File: src/rtl/load_store_unit_if.sv
// Data-memory port of the load/store unit: a req/gnt request phase followed
// by an rvalid response phase (loads and stores both get a response).
interface load_store_unit_if #(
  parameter int DATA_WIDTH = 32
);
  logic                    mem_req_o;
  logic                    mem_gnt_i;
  logic [DATA_WIDTH-1:0]   mem_addr_o;
  logic                    mem_we_o;
  logic [DATA_WIDTH/8-1:0] mem_be_o;
  logic [DATA_WIDTH-1:0]   mem_wdata_o;
  logic                    mem_rvalid_i;
  logic [DATA_WIDTH-1:0]   mem_rdata_i;

  modport master (
    output mem_req_o, mem_addr_o, mem_we_o, mem_be_o, mem_wdata_o,
    input  mem_gnt_i, mem_rvalid_i, mem_rdata_i
  );

  modport slave (
    input  mem_req_o, mem_addr_o, mem_we_o, mem_be_o, mem_wdata_o,
    output mem_gnt_i, mem_rvalid_i, mem_rdata_i
  );
endinterface

File: src/rtl/load_store_unit.sv
// Load/store unit: one outstanding access, byte-lane formatting of stores,
// alignment and extension of loads, and a stall towards the core.
module load_store_unit #(
  parameter int DATA_WIDTH = 32
) (
  input  logic                  clk,
  input  logic                  rst_n,
  input  logic                  data_req_i,
  input  logic [1:0]            data_type_i,
  input  logic                  data_we_i,
  input  logic                  data_sign_ext_i,
  input  logic [DATA_WIDTH-1:0] addr_i,
  input  logic [DATA_WIDTH-1:0] wdata_i,
  output logic                  busy_o,
  output logic                  valid_o,
  output logic [DATA_WIDTH-1:0] rdata_o,
  output logic                  err_o,
  load_store_unit_if.master     mem
);

  localparam logic [1:0] ST_IDLE   = 2'd0;
  localparam logic [1:0] ST_REQ    = 2'd1;
  localparam logic [1:0] ST_RESP   = 2'd2;

  localparam logic [1:0] TYPE_BYTE = 2'b00;
  localparam logic [1:0] TYPE_HALF = 2'b01;
  localparam logic [1:0] TYPE_WORD = 2'b10;

  function automatic logic [3:0] fmt_be(input logic [1:0] typ, input logic [1:0] off);
    logic [3:0] be;
    case (typ)
      TYPE_BYTE: be = 4'b0001 << off;
      TYPE_HALF: be = off[1] ? 4'b1100 : 4'b0011;
      TYPE_WORD: be = 4'b1111;
      default:   be = 4'b0000;
    endcase
    return be;
  endfunction

  function automatic logic [DATA_WIDTH-1:0] fmt_wdata(input logic [1:0] typ,
                                                      input logic [DATA_WIDTH-1:0] wd);
    logic [DATA_WIDTH-1:0] res;
    case (typ)
      TYPE_BYTE: res = {4{wd[7:0]}};
      TYPE_HALF: res = {2{wd[15:0]}};
      default:   res = wd;
    endcase
    return res;
  endfunction

  // Lane select by byte offset, then mask and extend to full width.
  function automatic logic [DATA_WIDTH-1:0] extract_load(input logic [DATA_WIDTH-1:0] rd,
                                                         input logic [1:0] off,
                                                         input logic [1:0] typ,
                                                         input logic       sext);
    logic [DATA_WIDTH-1:0] shifted;
    logic [DATA_WIDTH-1:0] res;
    shifted = rd >> {off, 3'b000};
    case (typ)
      TYPE_BYTE: res = {{(DATA_WIDTH-8){sext & shifted[7]}}, shifted[7:0]};
      TYPE_HALF: res = {{(DATA_WIDTH-16){sext & shifted[15]}}, shifted[15:0]};
      default:   res = shifted;
    endcase
    return res;
  endfunction

  logic [1:0] state_r;
  logic [1:0] type_r;
  logic [1:0] off_r;
  logic       sext_r;
  logic       err_cond_s;
  logic       idle_req_s;
  logic       accept_s;

  // Legality of the incoming access: alignment versus size, and reserved type
  always_comb begin
    err_cond_s = 1'b0;
    case (data_type_i)
      TYPE_BYTE: err_cond_s = 1'b0;
      TYPE_HALF: err_cond_s = addr_i[0];
      TYPE_WORD: err_cond_s = (addr_i[1:0] != 2'b00);
      default:   err_cond_s = 1'b1;
    endcase
  end

  // The valid_o cycle masks data_req_i so a held request is not issued twice.
  assign idle_req_s = (state_r == ST_IDLE) && data_req_i && !valid_o;
  assign accept_s   = idle_req_s && !err_cond_s;
  assign err_o      = idle_req_s && err_cond_s;
  assign busy_o     = (state_r != ST_IDLE) || accept_s;

  // Access FSM, registered memory request and registered load result
  always_ff @(posedge clk or negedge rst_n) begin
    if (!rst_n) begin
      state_r         <= ST_IDLE;
      type_r          <= 2'b00;
      off_r           <= 2'b00;
      sext_r          <= 1'b0;
      valid_o         <= 1'b0;
      rdata_o         <= {DATA_WIDTH{1'b0}};
      mem.mem_req_o   <= 1'b0;
      mem.mem_addr_o  <= {DATA_WIDTH{1'b0}};
      mem.mem_we_o    <= 1'b0;
      mem.mem_be_o    <= 4'b0000;
      mem.mem_wdata_o <= {DATA_WIDTH{1'b0}};
    end else begin
      valid_o <= 1'b0;
      case (state_r)
        ST_IDLE: begin
          if (accept_s) begin
            state_r         <= ST_REQ;
            type_r          <= data_type_i;
            off_r           <= addr_i[1:0];
            sext_r          <= data_sign_ext_i;
            mem.mem_req_o   <= 1'b1;
            mem.mem_addr_o  <= {addr_i[DATA_WIDTH-1:2], 2'b00};
            mem.mem_we_o    <= data_we_i;
            mem.mem_be_o    <= fmt_be(data_type_i, addr_i[1:0]);
            mem.mem_wdata_o <= fmt_wdata(data_type_i, wdata_i);
          end
        end
        ST_REQ: begin
          if (mem.mem_gnt_i) begin
            state_r       <= ST_RESP;
            mem.mem_req_o <= 1'b0;
          end
        end
        ST_RESP: begin
          if (mem.mem_rvalid_i) begin
            state_r <= ST_IDLE;
            valid_o <= 1'b1;
            if (!mem.mem_we_o) begin
              rdata_o <= extract_load(mem.mem_rdata_i, off_r, type_r, sext_r);
            end
          end
        end
        default: begin
          state_r       <= ST_IDLE;
          mem.mem_req_o <= 1'b0;
        end
      endcase
    end
  end

endmodule

File: src/flat_wrapper.sv
// flat-port wrapper written by rule: the top's interface ports become plain ports
module load_store_unit_flat 
#(
  parameter int DATA_WIDTH = 32
)
  (clk, rst_n, data_req_i, data_type_i, data_we_i, data_sign_ext_i, addr_i, wdata_i, busy_o, valid_o, rdata_o, err_o, mem_mem_req_o, mem_mem_addr_o, mem_mem_we_o, mem_mem_be_o, mem_mem_wdata_o, mem_mem_gnt_i, mem_mem_rvalid_i, mem_mem_rdata_i);
  load_store_unit_if #(.DATA_WIDTH(DATA_WIDTH)) mem_i ();
  input  logic clk;
  input  logic rst_n;
  input  logic data_req_i;
  input  logic [1:0] data_type_i;
  input  logic data_we_i;
  input  logic data_sign_ext_i;
  input  logic [DATA_WIDTH-1:0] addr_i;
  input  logic [DATA_WIDTH-1:0] wdata_i;
  output logic busy_o;
  output logic valid_o;
  output logic [DATA_WIDTH-1:0] rdata_o;
  output logic err_o;
  output wire logic [$bits(mem_i.mem_req_o)-1:0] mem_mem_req_o;
  output wire logic [$bits(mem_i.mem_addr_o)-1:0] mem_mem_addr_o;
  output wire logic [$bits(mem_i.mem_we_o)-1:0] mem_mem_we_o;
  output wire logic [$bits(mem_i.mem_be_o)-1:0] mem_mem_be_o;
  output wire logic [$bits(mem_i.mem_wdata_o)-1:0] mem_mem_wdata_o;
  input wire logic [$bits(mem_i.mem_gnt_i)-1:0] mem_mem_gnt_i;
  input wire logic [$bits(mem_i.mem_rvalid_i)-1:0] mem_mem_rvalid_i;
  input wire logic [$bits(mem_i.mem_rdata_i)-1:0] mem_mem_rdata_i;
  assign mem_mem_req_o = mem_i.mem_req_o;
  assign mem_mem_addr_o = mem_i.mem_addr_o;
  assign mem_mem_we_o = mem_i.mem_we_o;
  assign mem_mem_be_o = mem_i.mem_be_o;
  assign mem_mem_wdata_o = mem_i.mem_wdata_o;
  assign mem_i.mem_gnt_i = mem_mem_gnt_i;
  assign mem_i.mem_rvalid_i = mem_mem_rvalid_i;
  assign mem_i.mem_rdata_i = mem_mem_rdata_i;
  load_store_unit #(.DATA_WIDTH(DATA_WIDTH)) u_core (.clk(clk), .rst_n(rst_n), .data_req_i(data_req_i), .data_type_i(data_type_i), .data_we_i(data_we_i), .data_sign_ext_i(data_sign_ext_i), .addr_i(addr_i), .wdata_i(wdata_i), .busy_o(busy_o), .valid_o(valid_o), .rdata_o(rdata_o), .err_o(err_o), .mem(mem_i));
endmodule
File: config.mk
export PLATFORM = sky130hd
export DESIGN_NAME = load_store_unit_flat
export DESIGN_NICKNAME = d
export VERILOG_FILES = /design/src/rtl/load_store_unit_if.sv /design/src/rtl/load_store_unit.sv /design/src/flat_wrapper.sv
export SDC_FILE = /design/constraint.sdc
export NUM_CORES = 1
export LEC_CHECK = 0
export BUFFER_PORTS_ARGS = -buffer_cell sky130_fd_sc_hd__buf_4
export CORE_ASPECT_RATIO = 1.1
export CORE_MARGIN = 5
export CORE_UTILIZATION = 48
export CTS_CLUSTER_SIZE = 40
export DETAILED_ROUTE_END_ITERATION = 8
export GPL_TIMING_DRIVEN = 0
export PLACE_DENSITY = 0.82
export SLEW_MARGIN = 20
export SYNTH_ARGS = -nofsm -noshare
export SYNTH_HDL_FRONTEND = slang
export SYNTH_SLANG_ARGS = --single-unit
export TNS_END_PERCENT = 5
File: constraint.sdc
create_clock -name clk -period 2.3 [get_ports clk]
set_input_delay 0.23 -clock clk [delete_from_list [all_inputs] [get_ports clk]]
set_output_delay 0.23 -clock clk [all_outputs]
set_load 0.1 [all_outputs]
==> report_table.html <==
<table>
<tr><th>Metric</th><th>Value</th></tr>
<tr><th colspan="2">Routing</th></tr>
<tr><td>Detailed-route via count</td><td>4270</td></tr>
<tr><td>Vias per std cell</td><td>about 5.3</td></tr>
<tr><td>Total Wirelength</td><td>around 15000 um</td></tr>
<tr><td>Post-route DRC</td><td>0</td></tr>
<tr><td>Average wire length per cell after detail routing</td><td>roughly 18 um</td></tr>
<tr><td>Count of TritonRoute iterations in the first routing pass</td><td>4</td></tr>
<tr><td>Number of nets with antenna violations after routing</td><td>0</td></tr>
<tr><td>Iteration-0 DRC Markers</td><td>~130</td></tr>
<tr><th colspan="2">Worst setup path</th></tr>
<tr><td>Worst reg2reg path depth</td><td>5</td></tr>
<tr><td>Maximum fanout encountered on the critical timing path</td><td>19</td></tr>
<tr><td>Capturing element type of the critical path</td><td>primary output</td></tr>
<tr><td>Slowest Stage Delay on Critical Path</td><td>between 0.4 and 0.5 ns</td></tr>
<tr><td>Critical Path, Cell by Cell</td><td>nor4b_4, o21ai_2, buf_6, nand2_2, buf_6</td></tr>
<tr><td>Signal arrival time at the worst endpoint</td><td>1.78 ns</td></tr>
<tr><td>Required time at the worst-slack endpoint</td><td>slightly above 2 ns</td></tr>
<tr><td>Endpoint of the lowest-slack register-to-register path</td><td>u_core.rdata_o[20]</td></tr>
<tr><td>Slack of the worst reg-to-reg path</td><td>~0.30 ns</td></tr>
<tr><td>Reg2Reg Launch Point</td><td>u_core.state_r[0]</td></tr>
<tr><td>Critical Path Source Type</td><td>flop</td></tr>
<tr><td>Kind of critical path</td><td>reg2out</td></tr>
<tr><td>Most repeated library cell on the critical path</td><td>sky130_fd_sc_hd__buf_6</td></tr>
<tr><td>CP max stage cell</td><td>sky130_fd_sc_hd__dfrtp_1</td></tr>
<tr><th colspan="2">Synthesis</th></tr>
<tr><td>Gate count after technology mapping</td><td>roughly 450</td></tr>
<tr><td>Ys flop type</td><td>sky130_fd_sc_hd__dfrtp_1</td></tr>
<tr><td>Ranking of synthesized cells by area</td><td>sky130_fd_sc_hd__dfrtp_1 (54%), sky130_fd_sc_hd__mux2i_1 (7.8%), sky130_fd_sc_hd__mux2_2 (7.4%), sky130_fd_sc_hd__mux2_4 (5.7%), sky130_fd_sc_hd__nand2_1 (4.3%)</td></tr>
<tr><td>Netlist Area Pre-Place</td><td>~5000 um^2</td></tr>
<tr><td>Area fraction of the dominant cell type after synthesis</td><td>a little over half</td></tr>
<tr><td>Library cell occupying the most area in the post-synthesis netlist</td><td>sky130_fd_sc_hd__dfrtp_1</td></tr>
<tr><td>Top cell types by occurrence after synthesis</td><td>sky130_fd_sc_hd__dfrtp_1 (108), sky130_fd_sc_hd__nand2_1 (58), sky130_fd_sc_hd__mux2i_1 (39), sky130_fd_sc_hd__nor2_1 (36), sky130_fd_sc_hd__o21ai_0 (36)</td></tr>
<tr><td>Synth warnings</td><td>0</td></tr>
<tr><td>Fraction of the yosys area taken by sequential cells</td><td>between 50% and 60%</td></tr>
<tr><td>Post-synthesis cell type count</td><td>36</td></tr>
<tr><td>Proportion of register bits with asynchronous set or reset after synthesis</td><td>100%</td></tr>
<tr><td>Library cell with the highest instance count after synthesis</td><td>sky130_fd_sc_hd__dfrtp_1</td></tr>
<tr><td>Mean instance size in the synthesized netlist</td><td>11.3 um^2</td></tr>
<tr><td>Number of flops mapped to enable cells by yosys</td><td>0</td></tr>
<tr><td>Register bit total from synthesis</td><td>around 110</td></tr>
<tr><th colspan="2">Timing</th></tr>
<tr><td>Worst clock skew on the final layout</td><td>approximately 0.012 ns</td></tr>
<tr><td>Final count of hold timing violations</td><td>1</td></tr>
<tr><td>Final clock period utilization by the worst path</td><td>between 80 and 90%</td></tr>
<tr><td>Transition time of the tightest slew-check pin</td><td>roughly 1 ns</td></tr>
<tr><td>Setup violations, final</td><td>0</td></tr>
<tr><td>Setup repair after global routing missed its margin</td><td>false</td></tr>
<tr><td>Final Max Tran Viols</td><td>0</td></tr>
<tr><td>Final worst setup slack</td><td>~0.29 ns</td></tr>
<tr><td>Period minus WS final</td><td>around 2 ns</td></tr>
<tr><td>Worst slack on hold paths</td><td>-0.00157 ns</td></tr>
<tr><td>Max-slew headroom</td><td>about 34%</td></tr>
<tr><td>Peak Freq</td><td>498 MHz</td></tr>
<tr><th colspan="2">CTS</th></tr>
<tr><td>Number of clock sinks</td><td>about 110</td></tr>
<tr><td>Clock slew at reported path FFs</td><td>0.08 ns</td></tr>
<tr><td>Total clock buffers created by CTS</td><td>9</td></tr>
<tr><td># H-tree levels</td><td>3</td></tr>
<tr><td>Clock tree from TritonCTS</td><td>built</td></tr>
<tr><td>Clock Latency Late Sink</td><td>0.35 ns</td></tr>
<tr><td>Buffer cell driving the clock tree root</td><td>sky130_fd_sc_hd__clkbuf_16</td></tr>
<tr><td>Hold buffer count at cts</td><td>0</td></tr>
<tr><td>Clock Tree Buf Depth</td><td>2</td></tr>
<tr><th colspan="2">Status</th></tr>
<tr><td>Result of the run</td><td>finished with violations</td></tr>
<tr><td>Violated checks</td><td>hold timing</td></tr>
<tr><th colspan="2">Place</th></tr>
<tr><td>Final HPWL DP</td><td>11300 um</td></tr>
<tr><td>Number of port buffers</td><td>~210</td></tr>
<tr><td>Dpl ws</td><td>between 0.08 and 0.09 ns</td></tr>
<tr><td>Final weighted congestion in routability-driven placement</td><td>between 0.9 and 1</td></tr>
<tr><th colspan="2">Global route</th></tr>
<tr><td>Vias in the first global route</td><td>4636</td></tr>
<tr><td>Pin count of the biggest net entering global routing</td><td>roughly 110</td></tr>
<tr><td>Global Route Usage Sum</td><td>between 20% and 30%</td></tr>
<tr><td>Number of antenna violations at the first check in global routing</td><td>0</td></tr>
<tr><td>Overflow after GRT</td><td>0</td></tr>
<tr><td>Global-route wire length before repair</td><td>23600 um</td></tr>
<tr><th colspan="2">Final layout</th></tr>
<tr><td>Number of fillers in the final layout</td><td>around 800</td></tr>
<tr><td>Layout net count</td><td>767</td></tr>
<tr><td>Proportion of layout cells with a drive suffix above 1</td><td>44.5%</td></tr>
<tr><td>Area Growth Syn to Fin</td><td>40.3%</td></tr>
<tr><td>Number of diodes added for antenna fixing</td><td>0</td></tr>
<tr><th colspan="2">Die</th></tr>
<tr><td>Starting density of the core</td><td>between 40% and 50%</td></tr>
<tr><td>Die Width</td><td>108 um</td></tr>
<tr><td>Core Rows</td><td>39</td></tr>
<tr><td>Top Ports</td><td>210</td></tr>
<tr><td>Area of the core</td><td>between 10000 and 15000 um^2</td></tr>
<tr><td>Die boundary height</td><td>117 um</td></tr>
<tr><td>DIE AREA</td><td>12600 um^2</td></tr>
<tr><th colspan="2">Run</th></tr>
<tr><td>Reported max-cap violation count</td><td>0</td></tr>
<tr><th colspan="2">Worst hold path</th></tr>
<tr><td>Worst hold-check path type</td><td>in2async</td></tr>
</table>
worst max-delay path, delay by kind of cell (launching register included):
family | cells | cell delay [ns]
compound gates | 1 | 0.14
simple gates | 2 | 0.39
flops | 1 | 0.46
buf+inv | 2 | 0.43
timing repair:
action,CTS,global route
setup buffers,1,0
gates resized for setup,1,0
setup endpoints to repair,1,0
cell families after synthesis:
group	after synthesis	synth area share, %
and+or+nand+nor	116	10.1
buffers and inverters	32	3.18
muxes	92	21.2
DFF	108	53.7
AOI/OAI and AO/OA	95	11.6
other	1	0.0745
xor gates and xnor gates	1	0.174
worst max path at each step:
| stage | startpoint | to | slack (ns) | cells after the start |
|---|---|---|---|---|
| 2_1_floorplan | u_core.valid_o | busy_o | -0.03 | 5 |
| 3_3_place_gp | u_core.state_r[1] | busy_o | 0.12 | 6 |
| 3_5_place_dp | data_type_i[0] | busy_o | 0.09 | 7 |
| 4_1_cts | u_core.state_r[0] | busy_o | 0.27 | 5 |
| 5_1_grt | u_core.state_r[0] | u_core.rdata_o[18] | 0.19 | 5 |
| 6_report | u_core.state_r[0] | busy_o | 0.29 | 5 |
registers in the layout (all words and copies together), names as in the netlist:
register                count
u_core.rdata_o             32
u_core.sext_r               1
u_core.mem.mem_we_o         1
u_core.mem.mem_be_o         4
u_core.type_r               2
u_core.state_r              2
u_core.valid_o              1
u_core.mem.mem_req_o        1
u_core.mem.mem_wdata_o     32
u_core.off_r                2
u_core.mem.mem_addr_o      30
area by class of cell:
cell class	instances	area [um^2]	area share (%)
Buffer	29	149	2.11
Multi-Input combinational cell	306	2190	31.0
Clock inverter	7	58.8	0.832
Clock buffer	9	225	3.19
Tap cell	143	179	2.53
Timing Repair Buffer	206	1550	22.0
Inverter	2	7.51	0.106
Sequential cell	108	2700	38.2
cell usage in the layout, fill, tap and decap left out, types with 2 or more instances in the layout:
| cell type | instances |
|---|---|
| sky130_fd_sc_hd__nand3b_1 | 2 |
| sky130_fd_sc_hd__o21ai_0 | 36 |
| sky130_fd_sc_hd__mux2_4 | 19 |
| sky130_fd_sc_hd__buf_6 | 5 |
| sky130_fd_sc_hd__buf_1 | 3 |
| sky130_fd_sc_hd__inv_1 | 2 |
| sky130_fd_sc_hd__mux2i_1 | 39 |
| sky130_fd_sc_hd__a21oi_1 | 25 |
| sky130_fd_sc_hd__o22a_1 | 8 |
| sky130_fd_sc_hd__nor2_1 | 36 |
| sky130_fd_sc_hd__mux2_2 | 33 |
| sky130_fd_sc_hd__buf_4 | 206 |
| sky130_fd_sc_hd__nand2_1 | 57 |
| sky130_fd_sc_hd__clkbuf_16 | 9 |
| sky130_fd_sc_hd__nand2b_1 | 5 |
| sky130_fd_sc_hd__o21ai_2 | 2 |
| sky130_fd_sc_hd__a211oi_1 | 15 |
| sky130_fd_sc_hd__clkinv_4 | 2 |
| sky130_fd_sc_hd__or2_2 | 2 |
| sky130_fd_sc_hd__o311ai_0 | 2 |
| sky130_fd_sc_hd__dfrtp_1 | 108 |
| sky130_fd_sc_hd__nor2b_1 | 8 |
| sky130_fd_sc_hd__inv_6 | 2 |
| sky130_fd_sc_hd__conb_1 | 2 |
| sky130_fd_sc_hd__buf_2 | 8 |
| sky130_fd_sc_hd__clkbuf_1 | 13 |
layer usage:
| metal | track usage, % | wire length, um | share of wire, % |
|---|---|---|---|
| met1 | 27.3 | 5610 | 38 |
| met2 | 39.8 | 7310 | 50 |
| met3 | 7.58 | 1460 | 9.9 |
| met4 | 7.66 | 300 | 2.0 |
| met5 | 0 | 0 | 0 |
through the flow:
step / hold slack, ns / instances / area, um^2 / TNS [ns] / utilization, %
after floorplan: -0.0656 / 446 / 5050 / -0.0341 / -
after global placement: 0.436 / 794 / 6770 / 0 / 65.5
after detailed placement: 0.437 / 794 / 6780 / 0 / 65.5
after CTS: 0.0652 / 810 / 7070 / 0 / 68.3
after global routing: 0.0881 / 810 / 7070 / 0 / 68.3
final: -0.00157 / 810 / 7070 / 0 / 68.3
Power is not shown: default switching activity piles up to over one toggle a cycle in this logic, so the estimate is an artifact.
